--- src/rtl/sync_filter_bank.sv ---
// sync_filter_bank: a bank of independent single-bit synchronizers, each with
// an optional glitch filter and registered rise/fall/changed edge pulses.
//
// Each channel has STAGES-1 synchronizer flops followed by an output register.
// With filter_en=0 the output register copies the last synchronizer flop on
// every edge. With filter_en=1 it copies it only after the synchronized value
// has differed from the output for FILTER_CYCLES consecutive edges.
//
// Build option: define SYNC_FILTER_BANK_EDGE_DETECT_EN to generate the
// rise/fall/changed pulses. Without it those ports are tied to 0 and no
// edge-detect flops exist.
module sync_filter_bank #(
    parameter int               WIDTH         = 8,
    parameter int               STAGES        = 3,
    parameter int               FILTER_CYCLES = 4,
    parameter logic [WIDTH-1:0] RESET_VALUE   = {WIDTH{1'b0}}
) (
    input  logic             clk,
    input  logic             reset_n,
    input  logic [WIDTH-1:0] input_async,
    input  logic             filter_en,
    output logic [WIDTH-1:0] output_sync,
    output logic [WIDTH-1:0] rise,
    output logic [WIDTH-1:0] fall,
    output logic             changed
);

    // Counter must hold 0..FILTER_CYCLES-1; at least one bit even for 1.
    localparam int               CNT_W    = (FILTER_CYCLES > 1) ? $clog2(FILTER_CYCLES) : 1;
    localparam logic [CNT_W-1:0] CNT_LAST = CNT_W'(FILTER_CYCLES - 1);
    localparam int               SYNC_N   = STAGES - 1;

    logic [SYNC_N-1:0][WIDTH-1:0] sync_q;
    logic [WIDTH-1:0]             sync_last;
    logic [WIDTH-1:0]             out_q;
    logic [WIDTH-1:0]             out_d;
    logic [WIDTH-1:0][CNT_W-1:0]  cnt_q;
    logic [WIDTH-1:0][CNT_W-1:0]  cnt_d;

    assign sync_last   = sync_q[SYNC_N-1];
    assign output_sync = out_q;

    // Synchronizer chain: stage 0 samples the asynchronous inputs.
    always_ff @(posedge clk or negedge reset_n) begin
        if (!reset_n) begin
            sync_q <= '0;
        end else begin
            sync_q[0] <= input_async;
            for (int k = 1; k < SYNC_N; k++) begin
                sync_q[k] <= sync_q[k-1];
            end
        end
    end

    // Per-channel filter: count consecutive mismatching edges, load the
    // output when the count reaches FILTER_CYCLES-1 with the mismatch still
    // present. Bypass loads every edge and keeps the counters cleared, so
    // enabling the filter always starts a fresh count.
    always_comb begin
        out_d = out_q;
        cnt_d = '0;
        for (int i = 0; i < WIDTH; i++) begin
            if (!filter_en) begin
                out_d[i] = sync_last[i];
            end else if (sync_last[i] != out_q[i]) begin
                if (cnt_q[i] == CNT_LAST) begin
                    out_d[i] = sync_last[i];
                end else begin
                    cnt_d[i] = cnt_q[i] + 1'b1;
                end
            end
        end
    end

    // Output register and filter counters.
    always_ff @(posedge clk or negedge reset_n) begin
        if (!reset_n) begin
            out_q <= RESET_VALUE;
            cnt_q <= '0;
        end else begin
            out_q <= out_d;
            cnt_q <= cnt_d;
        end
    end

`ifdef SYNC_FILTER_BANK_EDGE_DETECT_EN
    logic [WIDTH-1:0] rise_q;
    logic [WIDTH-1:0] fall_q;
    logic             changed_q;

    // Edge pulses are computed from the output's next value so they are
    // registered on the same edge the output changes.
    always_ff @(posedge clk or negedge reset_n) begin
        if (!reset_n) begin
            rise_q    <= '0;
            fall_q    <= '0;
            changed_q <= 1'b0;
        end else begin
            rise_q    <= out_d & ~out_q;
            fall_q    <= ~out_d & out_q;
            changed_q <= |(out_d ^ out_q);
        end
    end

    assign rise    = rise_q;
    assign fall    = fall_q;
    assign changed = changed_q;
`else
    assign rise    = '0;
    assign fall    = '0;
    assign changed = 1'b0;
`endif

endmodule

--- config.mk ---
export PLATFORM = sky130hd
export DESIGN_NAME = sync_filter_bank
export DESIGN_NICKNAME = d
export VERILOG_FILES = /design/src/rtl/sync_filter_bank.sv
export SDC_FILE = /design/constraint.sdc
export NUM_CORES = 1
export LEC_CHECK = 0
export ABC_CLOCK_PERIOD_IN_PS = 1000
export CORE_AREA = 2 2 62 64
export CTS_BUF_LIST = sky130_fd_sc_hd__clkbuf_2 sky130_fd_sc_hd__clkbuf_4 sky130_fd_sc_hd__clkbuf_8
export CTS_CLUSTER_SIZE = 30
export DETAILED_ROUTE_END_ITERATION = 6
export DIE_AREA = 0 0 64 66
export GPL_ROUTABILITY_DRIVEN = 0
export PLACE_DENSITY = 0.73
export SYNTH_ARGS = -nofsm -noshare
export SYNTH_HDL_FRONTEND = slang
export SYNTH_SLANG_ARGS = --single-unit
--- constraint.sdc ---
create_clock -name clk -period 1 [get_ports clk]
set_input_delay 0.1 -clock clk [delete_from_list [all_inputs] [get_ports clk]]
set_output_delay 0.1 -clock clk [all_outputs]
set_load 0.005 [all_outputs]
### Yosys cells after proc, flatten, opt, wreduce, memory -nomap -nowiden

Index checks and enable logic that the tools add are counted.

* bits of input ports: 11
* output and inout port bits: 25
* logic and storage cells: 114
* register bits: 40

* reduce and logical (&&, ||, !) cells: 8
* $add $sub $neg: 8
* eq/ne operators: 32
* multiplexer cells: 48

Operators by type and width (count)
* $mux W2: 24
* $ne A2 B1 Y1 const B: 16
* $mux W1: 24
* $add A2 B1 Y2 const B: 8
* $eq A2 B2 Y1 const B: 8
* $reduce_and A2 Y1: 8
* $ne A1 B1 Y1: 8

### Logic depth before layout (Yosys ltp)

* depth after elaboration: 4
* depth in mapped cells: 3
* depth with buffers taken out: 3

### Worst setup path before layout

Ideal clock, no wire load.

* path type: register -> register
* start: reg cnt_q[2] in the netlist's numbering
* end: reg out_q[1] (netlist: output_sync[1])
* path buffers: 0
* cell stages (with the launch flop): 4
* arrival: 957 ps
* data required time: 875 ps
* path slack: -82 ps
* library setup time: 125 ps
* period minus slack after synthesis: 1082 ps
* cell sequence: dfrtp_1 -> ha_1 -> nand2b_4 -> mux2_4

* longest elaborated chain between the ends: 3

RTL lines
* start: declaration: RTL line 37 `logic [WIDTH-1:0][CNT_W-1:0] cnt_q;`
* start signal: assignment: RTL line 82 `cnt_q <= cnt_d;`
* $eq A2 B2 Y1: RTL line 66 `if (cnt_q[i] == CNT_LAST) begin`
* $ne A2 B1 Y1 (no source line)
* $reduce_and A2 Y1 (no source line)
* end signal: assignment: RTL line 81 `out_q <= out_d;`
* end: declaration: RTL line 35 `logic [WIDTH-1:0] out_q;`

No other way between the ends.
A chain may end at the register's enable or synchronous reset.

### Worst setup path after layout

* start: reg cnt_q[8] in the netlist's numbering
* end: reg out_q[4] (netlist: output_sync[4])

The elaborated chain is that of the path after synthesis.

==> out/metrics.csv <==
metric,value,unit
syn-mean-instance-area,13.7,um^2
clkSinkCount,40,
synth_edf_count,0,
path_cells,ha_2 > nand2b_4 > mux2_2,
fp.dieW,64,um
yosys.area.top_type,dfrtp_1,
drc,0,
fin_ws,-0.121,ns
synth.most_common_cell,dfrtp_1,
viasPerCell,4.38,
hold_class,primary input to flop,
avgRoutedWirePerCell,12.6,um
hold_slack,0.177,ns
io_buffers,18,
crit_path_start_kind,flop,
violations,setup timing,
min_period,1.12,ns
clock_path_buffers,2,
crit_type,flop to flop,
synth_cell_types,13,
drv_slew,0,
die_area,4220,um^2
worstHoldStart,input_async[5],
synthFlopType,dfrtp_1,
required,1.23,ns
arrival,1.35,ns
drt_iter0_markers,19,
critPathMaxFanout,2,
seq_area_frac_synth,63.5,%
grt_max_degree,41,
cts_tree,done,
firstDrtPassIters,2,
fmax,0.892,GHz
peakVddDrop,1.00,mV
async_reset_ff_share,100,%
p_per_area,1640,nW/um^2
hpwlAfterDp,1750,um
dieHeight,66,um
ys_warn_count,0,
status,"complete, but fails checks",
crit_path_end_kind,flop,
antenna_found_initial,0,
final_layout_size_suffix_gt1_share,45.6,%
core_area,3550,um^2
clock_skew,0.0170,ns
hold_viol_final,0,
cts.clk_slew.worst_paths,0.13,ns
vias,911,
n_antenna_cell,0,
syn-cell-area,1580,um^2
syn_inst,115,
insertion_delay,0.34,ns
yosysTopAreaCellShare,63.5,%
htreeDepth,2,
critPathMaxStageDelay,0.38,ns
clockRootBuffer,clkbuf_4,
maxCapViolations,0,
nNetsFinal,178,
grt_pass1_vias,945,
dp_cells,187,
crit_slowest_cell,dfrtp_1,
power_leakage,1.01,nW
rsz0062_at_grt,true,
finalCritPeriodShare,112,%
num_rows,22,
grt_overflow_total,0,
grt_pass1_wl,4140,um
ant_nets,0,
numCtsBuffers,5,
total_power,3.46,mW
synth_common_cells,"dfrtp_1 (40), buf_4 (17)",
grt_use_total,13.4,%
drt_wl_total,2630,um
ys_ff_latch,40,
startpoint,cnt_q[8],
utilization,59.6,%
start_util,44.4,%
reg2reg_from,cnt_q[8],
fin_cells,208,
area_growth,34.3,%
ioPinCount,36,
finalSetupViolations,11,
ys_top_cells_by_area,"dfrtp_1 (63%), buf_4 (8.1%), ha_1 (6.3%)",
layout by cell type, fill, tap and decap left out, drive strengths merged, types with 5 or more instances in the layout:
cell type and count:
buf 29, clkbuf 5, clkdlybuf4s50 9, conb 17, dfrtp 40, ha 8, mux2 8, nand2 8
nand2b 8, nor2 8, nor3 8, xnor2 8
worst paths after layout:
kind | end | slack [ns] | cells after the start
setup / recovery | output_sync[4] | -0.12 | 3
hold / removal | sync_q[5] | 0.18 | 1
setup reg to reg | output_sync[4] | -0.12 | 3
hold reg to reg | sync_last[1] | 0.36 | 0
max in group asynchronous | sync_last[7] | 0.56 | 3
min in group asynchronous | sync_q[2] | 0.24 | 3
routing by layer:
| layer | track usage [%] | share of wire, % | vias up |
|---|---|---|---|
| li1 | - | - | 427 |
| met1 | 14.0 | 37 | 468 |
| met2 | 24.6 | 60 | 16 |
| met3 | 5.79 | 3.5 | 0 |
| met4 | 3.26 | 0 | 0 |
| met5 | 0 | 0 | - |
state kept, by name (all words and copies together), names as in the netlist:
signal,cells
sync_last,8
output_sync,8
sync_q,8
cnt_q,16
metrics by stage:
stage                     setup TNS (ns)  setup WS [ns]  area [um^2]
after global placement             -2.74         -0.275         1880
after CTS                         -0.897         -0.118         1990
after detailed placement           -3.45         -0.306         1880
after floorplan                   -0.236        -0.0542         1700
after global routing               -1.51         -0.159         2120
final                             -0.861         -0.121         2120
critical path: cells and delay by family, from the launching register on:
family	cells	cell delay [ns]
DFF	1	0.38
muxes	1	0.32
adders and majority gates	1	0.19
and+or+nand+nor	1	0.13
report_power, final:
part	internal, mW	switching, mW
combinational	0.352	0.252
sequential	1.74	0.0777
clock	0.521	0.516
total	2.62	0.846
kinds of logic after synthesis:
kind of cell | synth area share [%]
flops | 63.5
buf+inv | 8.81
xor+xnor | 4.44
simple gates | 10.5
fa+ha+maj | 6.35
mux | 6.19
other cells | 0.238
what timing repair did:
item | in CTS | in global routing
hold buffers | 1 | 0
buffers inserted | 7 | 6
pin swaps | 1 | 9
endpoints found under the setup margin | 16 | 26
gates resized for setup | 32 | 14
hold endpoints to repair | 40 | 0
cloned | 0 | 0
final cells by class:
class	instances	area [um^2]
Fill cell	291	1430
Sequential cell	40	1000
Multi-Input combinational cell	73	648
Timing Repair Buffer	39	328
Tap cell	48	60.1
Clock inverter	3	42.5
Clock buffer	5	37.5
No activity file was read; power rests on OpenSTA's default activity.
